$ cat config.mk
export PLATFORM = sky130hd
export DESIGN_NAME = mda_motor_power_sequencer
export DESIGN_NICKNAME = d
export VERILOG_FILES = /design/src/rtl/mda_motor_power_sequencer.sv
export SDC_FILE = /design/constraint.sdc
export NUM_CORES = 1
export LEC_CHECK = 0
export CORE_MARGIN = 5
export CORE_UTILIZATION = 35
export DETAILED_ROUTE_END_ITERATION = 8
export GPL_ROUTABILITY_DRIVEN = 0
export GPL_TIMING_DRIVEN = 0
export SLEW_MARGIN = 20
export SYNTH_ARGS = -nofsm -noshare
export SYNTH_HDL_FRONTEND = slang
export SYNTH_SLANG_ARGS = --single-unit
$ cat constraint.sdc
create_clock -name clk -period 2.3 [get_ports clk]
set_clock_uncertainty 0.05 [all_clocks]
set_input_delay 0.69 -clock clk [delete_from_list [all_inputs] [get_ports clk]]
set_output_delay 0.69 -clock clk [all_outputs]
set_load 0.005 [all_outputs]
$ cat src/rtl/mda_motor_power_sequencer.sv
// Motor power sequencer: staggers H-bridge channel enables after power-up and enforces dead time on reversals.
// Optional MOTOR_SEQ_COMB_KILL_EN: hb_out is also ANDed combinationally with power, so the kill takes effect in zero cycles.
module mda_motor_power_sequencer #(
   parameter int NUM_CH         = 8,
   parameter int STAGGER_CYCLES = 500000,
   parameter int DEADTIME       = 50
) (
   input  logic                clk,
   input  logic                reset_n,
   input  logic                power,
   input  logic [4*NUM_CH-1:0] hb_in,
   output logic [4*NUM_CH-1:0] hb_out,
   output logic [NUM_CH-1:0]   ch_enabled,
   output logic                ready,
   output logic                fault
);

   localparam int CNT_W = $clog2(STAGGER_CYCLES + 1);
   localparam int IDX_W = $clog2(NUM_CH + 1);
   localparam int DT_W  = $clog2(DEADTIME + 1);

   localparam logic [CNT_W-1:0] CNT_LAST = CNT_W'(STAGGER_CYCLES - 1);
   localparam logic [IDX_W-1:0] IDX_LAST = IDX_W'(NUM_CH - 1);
   localparam logic [DT_W-1:0]  DT_MAX   = DT_W'(DEADTIME);

   typedef enum logic [1:0] {ST_OFF, ST_STAGGER, ST_RUN} state_t;
   typedef enum logic [1:0] {DIR_NONE, DIR_FWD, DIR_REV, DIR_ILLEGAL} dir_t;

   state_t              state;
   logic [CNT_W-1:0]    cnt;
   logic [IDX_W-1:0]    idx;
   logic [4*NUM_CH-1:0] hb_q;
   logic [4*NUM_CH-1:0] hb_nxt;
   logic                fault_nxt;
   dir_t                req;
   dir_t                last_dir [NUM_CH];
   dir_t                dir_nxt  [NUM_CH];
   logic [DT_W-1:0]     dt_cnt   [NUM_CH];

   function automatic dir_t decode(input logic [3:0] nib);
      dir_t d;
      if (nib == 4'd0)             d = DIR_NONE;
      else if (nib[1:0] == 2'd0)   d = DIR_FWD;
      else if (nib[3:2] == 2'd0)   d = DIR_REV;
      else                         d = DIR_ILLEGAL;
      return d;
   endfunction

   always_comb begin
      // NOTE: every combinational output gets a default before any branch, so no latch can be inferred.
      hb_nxt    = '0;
      fault_nxt = 1'b0;
      req       = DIR_NONE;
      for (int k = 0; k < NUM_CH; k++) begin
         dir_nxt[k] = last_dir[k];
         req        = decode(hb_in[4*k +: 4]);
         if (power && ch_enabled[k]) begin
            if (req == DIR_ILLEGAL) begin
               fault_nxt = 1'b1;
            end else if (req != DIR_NONE &&
                         (req == last_dir[k] || last_dir[k] == DIR_NONE || dt_cnt[k] >= DT_MAX)) begin
               hb_nxt[4*k +: 4] = hb_in[4*k +: 4];
               dir_nxt[k]       = req;
            end
         end
      end
   end

   // NOTE: sequential state uses non-blocking assignments only, so every register samples pre-edge values.
   always_ff @(posedge clk or negedge reset_n) begin
      if (!reset_n) begin
         state      <= ST_OFF;
         cnt        <= '0;
         idx        <= '0;
         ch_enabled <= '0;
         ready      <= 1'b0;
         fault      <= 1'b0;
         hb_q       <= '0;
         // NOTE: the per-channel arrays are tiny flops, not RAM, so they take the reset like any register.
         for (int k = 0; k < NUM_CH; k++) begin
            last_dir[k] <= DIR_NONE;
            dt_cnt[k]   <= DT_MAX;
         end
      end else begin
         hb_q  <= hb_nxt;
         fault <= fault_nxt;

         // dt_cnt counts consecutive all-off output cycles; OFF forgets history so a restart has no penalty.
         for (int k = 0; k < NUM_CH; k++) begin
            if (state == ST_OFF) begin
               last_dir[k] <= DIR_NONE;
               dt_cnt[k]   <= DT_MAX;
            end else begin
               last_dir[k] <= dir_nxt[k];
               if (hb_nxt[4*k +: 4] != 4'd0) dt_cnt[k] <= '0;
               else if (dt_cnt[k] != DT_MAX) dt_cnt[k] <= dt_cnt[k] + DT_W'(1);
            end
         end

         if (!power) begin
            state      <= ST_OFF;
            cnt        <= '0;
            idx        <= '0;
            ch_enabled <= '0;
            ready      <= 1'b0;
         end else begin
            case (state)
               ST_OFF: state <= ST_STAGGER;
               ST_STAGGER: begin
                  if (cnt == CNT_LAST) begin
                     cnt <= '0;
                     idx <= idx + IDX_W'(1);
                     for (int k = 0; k < NUM_CH; k++) begin
                        if (IDX_W'(k) == idx) ch_enabled[k] <= 1'b1;
                     end
                     if (idx == IDX_LAST) begin
                        state <= ST_RUN;
                        ready <= 1'b1;
                     end
                  end else begin
                     cnt <= cnt + CNT_W'(1);
                  end
               end
               ST_RUN: state <= ST_RUN;
               default: state <= ST_OFF;
            endcase
         end
      end
   end

`ifdef MOTOR_SEQ_COMB_KILL_EN
   assign hb_out = hb_q & {(4*NUM_CH){power}};
`else
   assign hb_out = hb_q;
`endif

endmodule

==> impl_table.tex <==
\begin{tabular}{lr}
\hline
Metric & Value \\
\hline
\multicolumn{2}{l}{\textbf{Yosys}} \\
Post-synth top flop & sky130\_fd\_sc\_hd\_\_dfrtp\_1 \\
List of most frequent post-synthesis cells & sky130\_fd\_sc\_hd\_\_dfrtp\_1 (106), sky130\_fd\_sc\_hd\_\_nand2\_1 (47), sky130\_fd\_sc\_hd\_\_nor2\_1 (37) \\
Number of synthesized register bits & 130 \\
Leading cell types by total area after synthesis & sky130\_fd\_sc\_hd\_\_dfrtp\_1 (40\%), sky130\_fd\_sc\_hd\_\_dfstp\_2 (9.5\%), sky130\_fd\_sc\_hd\_\_ha\_1 (4.5\%) \\
Most repeated cell in the gate-level netlist after synthesis & sky130\_fd\_sc\_hd\_\_dfrtp\_1 \\
Post-synthesis sequential area ratio & 49.54\% \\
Number of library cell types mapped by synthesis & 54 \\
Ys async rst share & between 90\% and 100\% \\
Post-synth top area cell & sky130\_fd\_sc\_hd\_\_dfrtp\_1 \\
Count of warnings emitted by yosys & 0 \\
Number of enable flip-flop cells after synthesis & 0 \\
Portion of synthesized cell area occupied by the leading cell type & 40.02\% \\
Syn Nets & 709 \\
Post-synthesis instance total & 650 \\
Syn avg cell area & 10.20 um\^{}2 \\
Area of the mapped netlist & roughly 0.0066 mm\^{}2 \\
\multicolumn{2}{l}{\textbf{Critical path}} \\
Worst setup SP type & input pin \\
Start-to-end type of the worst setup path & in -> reg \\
CP Data Required Time & 2.58 ns \\
Sort of element at the end of the critical path & register \\
Internal reg-to-reg setup slack & around 0.090 ns \\
Critical path arrival & 2.50 ns \\
Crit path max fanout & 10 \\
\multicolumn{2}{l}{\textbf{CTS}} \\
Clock buffer depth & 2 \\
Root Driver & sky130\_fd\_sc\_hd\_\_clkbuf\_16 \\
Clock buffers created by TritonCTS & 17 \\
Number of sinks driven by the clock tree & 130 \\
Clock transition at the registers of the reported paths & 0.06 ns \\
Hold-fix buffers at CTS & 0 \\
Clock latency reported for the late side of the worst-skew pair & 0.41 ns \\
Clock tree from TritonCTS & yes \\
H-Tree Depth & 4 \\
\multicolumn{2}{l}{\textbf{Detailed routing}} \\
Average via count per standard cell & between 5 and 6 \\
Final WL & $\sim$17000 um \\
ANT nets after route & 0 \\
Average wire per cell in the routed design & 16.89 um \\
1st-pass router iterations & 5 \\
Overall via count from detail\_route & 5434 \\
Number of design-rule violations left by the first detailed-router iteration & around 360 \\
Post-route DRC & 0 \\
\multicolumn{2}{l}{\textbf{Final layout}} \\
Layout cell share with drive strength beyond 1 & about 15\% \\
\# nets final & 815 \\
Growth of design area from synthesis to finish & 28.79\% \\
Fillers & about 1700 \\
Final cell count without fillers & about 1000 \\
\multicolumn{2}{l}{\textbf{Floorplan}} \\
Initial standard-cell utilization of the core & 35.43\% \\
Die boundary height & 147.6 um \\
Chip width & 147.6 um \\
Number of ports placed on the die boundary & 77 \\
Die Outline Area & 0.02179 mm\^{}2 \\
Placeable core region & 0.01871 mm\^{}2 \\
Cell row count & 50 \\
\multicolumn{2}{l}{\textbf{Timing}} \\
Max Fclk & 449.7 MHz \\
Final-report setup violation count & 0 \\
Hold slack & 0.1556 ns \\
Hold Violations, Final & 0 \\
Final slew viol count & 0 \\
Slew of the pin with the lowest slew margin & 0.8254 ns \\
Period minus WS final & 2.224 ns \\
Setup repair after global routing missed its margin & no \\
Final cycle utilization of the critical path & 96.69\% \\
Setup Total Neg Slack & 0 ns \\
Slew HR & 44.97\% \\
\multicolumn{2}{l}{\textbf{Worst hold path}} \\
Class of the most critical hold timing path & in -> async \\
\multicolumn{2}{l}{\textbf{Job}} \\
Number of maximum-capacitance constraint violations & 0 \\
\multicolumn{2}{l}{\textbf{Outcome}} \\
Run status & finished, final reports clean \\
\multicolumn{2}{l}{\textbf{Power and ir drop}} \\
Power density over the cells & 706.3 mW/mm\^{}2 \\
Peak supply drop & 0.4970 mV \\
Leakage & around 3.4 nW \\
Total power consumption of the routed design & 6.029 mW \\
\multicolumn{2}{l}{\textbf{GRT}} \\
Global router's overall resource usage & 15.90\% \\
Pin count of the biggest net entering global routing & 70 \\
Global route overflow & 0 \\
Antenna violations before repair & 2 \\
Via count of the first global-routing pass & between 5000 and 6000 \\
First-pass GRT wire length & 28190 um \\
\multicolumn{2}{l}{\textbf{Placed design}} \\
Final HPWL DP & 12050 um \\
Number of placed instances, taps included & 961 \\
Input/output buffers & between 70 and 80 \\
\hline
\end{tabular}
cells by family after synthesis:
| kind of cell | share of synthesized area (%) |
|---|---|
| and+or+nand+nor | 22.90 |
| AOI/OAI and AO/OA | 13.40 |
| DFF | 49.54 |
| xor gates and xnor gates | 5.682 |
| buffers and inverters | 2.435 |
| adders and majority gates | 4.531 |
| muxes | 1.510 |
cells in the final DEF, fill, tap and decap left out, drive strengths merged, types with 8 or more instances in the layout:
| master | count |
|---|---|
| dfrtp | 106 |
| o211ai | 8 |
| a211oi | 14 |
| clkbuf | 31 |
| nand4 | 16 |
| o21ai | 30 |
| dfstp | 24 |
| or2 | 9 |
| nor2b | 30 |
| buf | 17 |
| or3 | 8 |
| mux2i | 10 |
| nand2 | 47 |
| a21o | 10 |
| clkdlybuf4s50 | 74 |
| a21oi | 28 |
| and3 | 17 |
| inv | 22 |
| nor4 | 15 |
| nand3 | 26 |
| o31ai | 11 |
| and2 | 18 |
| xor2 | 18 |
| nor3 | 19 |
| ha | 24 |
| nor2 | 45 |
| xnor2 | 25 |
registers in the layout (all words and copies together), names as in the netlist:
register    flops
dt_cnt         48
hb_out         32
cnt            19
last_dir       16
ch_enabled      8
idx             4
state           2
fault           1
critical path, cell delays in order:
cell	delay (ns)
sky130_fd_sc_hd__clkdlybuf4s50_1	0.48
sky130_fd_sc_hd__o211ai_1	0.39
sky130_fd_sc_hd__mux2i_1	0.22
sky130_fd_sc_hd__a221oi_4	0.49
sky130_fd_sc_hd__nor3b_1	0.23
metal layers:
metal  vias to the layer above  global-route usage (%)  wire length [um]
met2                       148                   26.84              8468
met3                        33                   4.200               895
li1                       2564                       -                 -
met4                         0                   6.897               502
met1                      2689                   19.17              7112
met5                         -                       0                 0
layout make-up:
cell class	instances	area, um^2	share of cell area [%]
multi-input cells	485	3301	38.67
inverters	22	82.58	0.9675
repair buffers	88	874.6	10.25
plain buffers	12	75.07	0.8795
clock buffers	23	467.9	5.482
flip-flops and latches	130	3283	38.46
diodes	2	5.005	0.05863
clock inverters	9	153.9	1.803
well taps	234	292.8	3.430
power by group:
group          internal (mW)  switching, mW  total, mW
clock network           1.87          0.985       2.86
registers               2.32         0.0221       2.34
logic                  0.204          0.630      0.833
total                   4.39           1.64       6.03
per-stage QoR:
| step | utilization (%) | instance area [um^2] | setup WS, ns |
|---|---|---|---|
| after global placement | 41.06 | 7681 | -4.676 |
| after floorplan | - | 6628 | 0.1744 |
| after detailed placement | 41.24 | 7714 | -1.104 |
| after CTS | 45.04 | 8426 | 0.02935 |
| after global routing | 45.63 | 8536 | 0.002377 |
| final | 45.63 | 8536 | 0.07616 |
final timing paths:
kind                            from    endpoint  depth (start not counted)
setup / recovery           hb_in[18]  dt_cnt[20]                          5
hold / removal               reset_n      cnt[7]                          1
setup reg to reg             cnt[14]      cnt[3]                          5
hold reg to reg               cnt[8]      cnt[8]                          2
max in group asynchronous    reset_n  dt_cnt[13]                          2
min in group clk              cnt[8]      cnt[8]                          2
timing repair:
action                     in CTS  in global routing
gates cloned                    0                  0
resized for setup              10                  8
setup endpoints to repair      69                 41
pin swaps                       2                  6
buffers inserted                3                  8
Note: power is estimated with default switching activity, not from simulation.
==> variant 1, RTL diff (same settings) <==
Set the parameter `NUM_CH` to 4 (it was 8).
--- a/src/rtl/mda_motor_power_sequencer.sv
+++ b/src/rtl/mda_motor_power_sequencer.sv
@@ -3,3 +3,3 @@
 module mda_motor_power_sequencer #(
-   parameter int NUM_CH         = 8,
+   parameter int NUM_CH         = 4,
    parameter int STAGGER_CYCLES = 500000,
Interface: changed (resized ch_enabled, hb_in and hb_out); port bits go from 77 to 41. The function was not compared with the original's and may differ.
==> variant 1 against the unedited design <==
Routed wire length down 49%; die area down 37%; cell area down 42%; total power down 46%; worst setup slack worse by 0.016 ns; critical path depth up 2; first-iteration DRC count down 56%; sequential cell count down 53; area after synthesis down 39%; count of clock-buffer cells in the layout down 13; critical endpoint is now dt_cnt[21]; largest power group is now registers.
==> variant 1: results (changes against the unedited design) <==
Status
  – Status: complete, no violations

Power
  – Leakage: 2.077 nW (-40%)
  – Total sequential power: 0.00141 W (-40%)
  – Sw Ratio: 0.2784 (+0.006919)
  – Maximum VDD drop: 381.5 uV (-23%)
  – Clk pwr: 0.00139 W (-51%)

Worst setup path
  – Reg-to-reg endpoint: cnt[9]
  – Crit path max-delay cell type: clkdlybuf4s50_1
  – Worst Path Arrival: 2.38 ns (-0.12 ns)
  – FF-to-FF setup slack: 0.11 ns (+0.02 ns)
  – Critical R2R Launch: cnt[7]
  – CP max stage delay: 0.52 ns (+0.03 ns)
  – Top delay family on crit path: simple AND/OR/NAND/NOR gates

Drt
  – Met3 wire length: 390 um (-56%)
  – Met2 wire length: 4061 um (-52%)
  – DRT met1 WL: 4121 um (-42%)
  – Vias per cell: 5.156 (-4.6%)
  – First DRT Iteration DRCs: 159 (-56%)
  – Pre-antenna DRT Iters: 4 (-1)
  – Wire per inst: 14.37 um (-15%)

Synthesis
  – Register area share after synthesis: 0.4823 (-0.01309)
  – Post-Syn Instances: 402 (-38%)
  – Top post-synthesis cells by count: dfrtp_1, nand2_1, nand3_1
  – Top cells by area, synth: dfrtp_1, dfstp_2, ha_1
  – Synth Net Count: 438 (-38%)
  – #FFs+latches synth: 77 (-41%)

Finish
  – Register fraction of the total cell area: 0.3905 (+0.005900)
  – Finished Cell Area: 4972 um2 (-42%)
  – Finished Layout Cells: 604 (-40%)
  – Comb_multi_in: 299 (-38%)
  – Filler cells: 1,124 (-34%)
  – Number of flip-flops under the largest register name: 24 (-50%)
  – Invs w/o clock: 15 (-32%)
  – Share of layout cells above drive strength 1: 0.1302 (-0.01809)
  – Signal buffers: 54 (-46%)
  – NonClk Buf Share: 0.09839 (-0.01287)
  – Clk cell area share: 0.05888 (-0.01397)
  – Clock buffers: 10 (-57%)
  – Multi-input combinational area share: 0.4049 (+0.01819)
  – # diodes: 0 (-2)
  – Nets: 492 (-40%)

Timing
  – Post-route setup slack: 0.06019 ns (-0.01597 ns)
  – Max_slew headroom: 0.5803 (+0.1305)

Place
  – Placed Area: 4623 um2 (-40%)
  – Post-Place Worst Slack: -0.9844 ns (+0.1198 ns)
  – Buffers on Ports: 40 (-47%)
  – Post-DP HPWL: 6291 um (-48%)
  – Placed insts: 586 (-39%)

Global route
  – Met3 Usage GRT: 0.02931 (-0.01269)
  – GR Util met1: 0.1688 (-0.02290)
  – Largest net degree at the start of global routing: 41 (-41%)
  – Antenna violations before repair: 0 (-2)
  – Grt met2 use: 0.2236 (-0.04481)
  – Global-route wire length before repair: 14,440 um (-49%)
  – Gr usage total: 0.1324 (-0.02665)
  – Number of global-route vias before repair: 3,075 (-45%)

Die
  – Core region area: 11,370 um2 (-39%)

Clock network
  – Cts bufs inserted: 9 (-8)
  – Number of setup buffers added after CTS: 0 (-3)
  – H-Tree Depth: 3 (-1)
==> variant 1: changes by cell type after synthesis, sizes merged, moves of 8 or more <==
cell    delta
dfrtp     -41
nor2      -26
a21oi     -19
nor2b     -16
dfstp     -12
o31ai     -11
xor2      -11
a211oi     -9
nand2      -9
xnor2      -9
nor4       -8
or2        -8
==> variant 1: worst max-delay path by stage <==
| stage | from | end |
|---|---|---|
| floorplan | hb_in[4] | dt_cnt[13] |
| global placement | reset_n | cnt[16] |
| detailed placement | hb_in[4] | dt_cnt[17] |
| CTS | hb_in[4] | dt_cnt[17] |
| global route | hb_in[2] | dt_cnt[20] |
| finish | hb_in[2] | dt_cnt[21] |
==> variant 1: cells by family after synthesis <==
| family | Yosys count | share of synthesized area |
|---|---|---|
| buf+inv | 26 | 0.02734 |
| simple gates | 182 | 0.2526 |
| fa+ha+maj | 17 | 0.05283 |
| flops | 77 | 0.4823 |
| mux | 8 | 0.02113 |
| compound gates | 69 | 0.1137 |
| xor+xnor | 23 | 0.05003 |
==> variant 2, RTL diff (config.mk and constraints unchanged) <==
Made on the original files. Compare `cnt` against `CNT_LAST` with >= in place of ==.
--- a/src/rtl/mda_motor_power_sequencer.sv
+++ b/src/rtl/mda_motor_power_sequencer.sv
@@ -109,3 +109,3 @@
                ST_STAGGER: begin
-                  if (cnt == CNT_LAST) begin
+                  if (cnt >= CNT_LAST) begin
                      cnt <= '0;
Function: same outputs for any inputs over 10 cycles, from zero or initial values and one cycle with reset_n low; that may be too few to reach the edited logic, so the function may still have changed.
==> variant 2 against the unedited design <==
Routed wire length fell by 3.1%; total power rose by 0.58%; cell area barely moved; sequential share of layout area barely moved; non-clock buffer count rose by 3; worst setup slack got worse by 0.032 ns; area after synthesis rose by 1.5%; largest cell class unchanged; combinational power rose by 25%; largest power group unchanged; sequential cell count did not move; critical path depth did not move.
==> variant 2: results (changes against the unedited design) <==
Synthesis
  – Post-Syn Area per Cell: 9.596 um2 (-5.9%)
  – Yosys top cell area share: 0.3943 (-0.005881)
  – Top post-synthesis cells by count: dfrtp_1, nand2_1, nor2_1
  – Xor and xnor area share after synthesis: 0.04688 (-0.009950)
  – Top cells by area, synth: dfrtp_1, dfstp_2, ha_1
  – Unique masters post-synth: 55 (+1.9%)
  – Synth Net Count: 760 (+7.2%)
  – Register area share after synthesis: 0.4881 (-0.007280)

Drt
  – Pre-antenna DRT Iters: 4 (-1)
  – Routed WL: 16,460 um (-3.1%)

Place
  – Post-DP HPWL: 11,400 um (-5.4%)
  – Placed Area: 7850 um2 (+1.8%)
  – Placed insts: 1,038 (+8.0%)
  – Post-Place Worst Slack: -0.9860 ns (+0.1182 ns)

Global route
  – Largest net degree at the start of global routing: 73 (+4.3%)
  – Gr usage total: 0.1523 (-0.006712)
  – Global-route wire length before repair: 27,210 um (-3.5%)
  – Antenna violations before repair: 0 (-2)

Finish
  – # diodes: 0 (-2)
  – Share of layout cells above drive strength 1: 0.1171 (-0.03111)
  – Finished Layout Cells: 1,071 (+6.6%)

Timing
  – Max_slew headroom: 0.5293 (+0.07956)

Die
  – DIE WIDTH: 148.6 um (+0.69%)

Status
  – Status: complete, no violations

Power
  – Leakage: 3.519 nW (+2.2%)
  – Maximum VDD drop: 468.4 uV (-5.8%)

Worst setup path
  – Worst Path Arrival: 2.55 ns (+0.05 ns)
==> variant 2: stage by stage <==
step | total power, W | utilization | setup TNS, ns
floorplan | 0.002954 | - | 0
global placement | 0.003413 | 0.4149 | -655.64
detailed placement | 0.003413 | 0.4169 | -64.08
CTS | 0.006142 | 0.4508 | 0
global route | 0.006337 | 0.4535 | -0.02413
finish | 0.006064 | 0.4535 | 0
==> variant 2: final timing paths <==
kind	start	endpoint	slack, ns	cells past startpoint
max reg2reg	cnt[11]	idx[2]	0.04	5
max in group asynchronous	reset_n	dt_cnt[16]	1.31	2
min reg2reg	last_dir[5]	last_dir[5]	0.46	1
min in group clk	last_dir[5]	last_dir[5]	0.46	1
max	cnt[11]	idx[2]	0.04	5
min	reset_n	hb_out[7]	0.14	1
==> variant 2: power breakdown <==
group	leakage, nW	internal (W)	switching (W)	total (W)
Sequential	1.73	0.00232	0.0000291	0.00235
Clock	0.282	0.00161	0.00107	0.00268
Combinational	1.51	0.000300	0.000736	0.00104
Total	3.52	0.00423	0.00183	0.00606
==> variant 2: per-layer routing <==
layer,routed length (um),track usage,vias to the layer above
met2,7503,0.2382,115
met5,0,0,-
met1,8016,0.2096,2641
met3,701,0.03900,19
met4,235,0.04342,0
li1,-,-,2713
==> variant 2: critical path, stage by stage (launching register included) <==
cell and delay [ns]:
dfrtp_2 0.44, or4_4 0.55, o41ai_4 0.38, a21o_1 0.30
and3_1 0.27, mux2i_1 0.19
==> variant 2: final cells by class <==
class	count	area [um2]
timing repair buffer	79	808.3
clock buffer	18	429.2
clock inverter	14	155.1
multi-input combinational	530	3372
inverter	16	60.06
sequential	130	3284
tap	260	325.3
buffer	24	105.1
fill	1788	10290
==> variant 2: cell families (layout without fill, tap and decap cells) <==
family,after synthesis,count (layout)
mux,11,11
xor+xnor,36,36
simple gates,300,300
buf+inv,41,151
fa+ha+maj,24,24
compound gates,159,159
flops,130,130
==> variant 2: repair_timing <==
item | in CTS | in global routing
pin swaps | 1 | 4
buffers inserted | 0 | 2
setup endpoints to repair | 105 | 36
endpoints found under the hold margin | 0 | 0
hold buffers | 0 | 0
resized for setup | 16 | 11
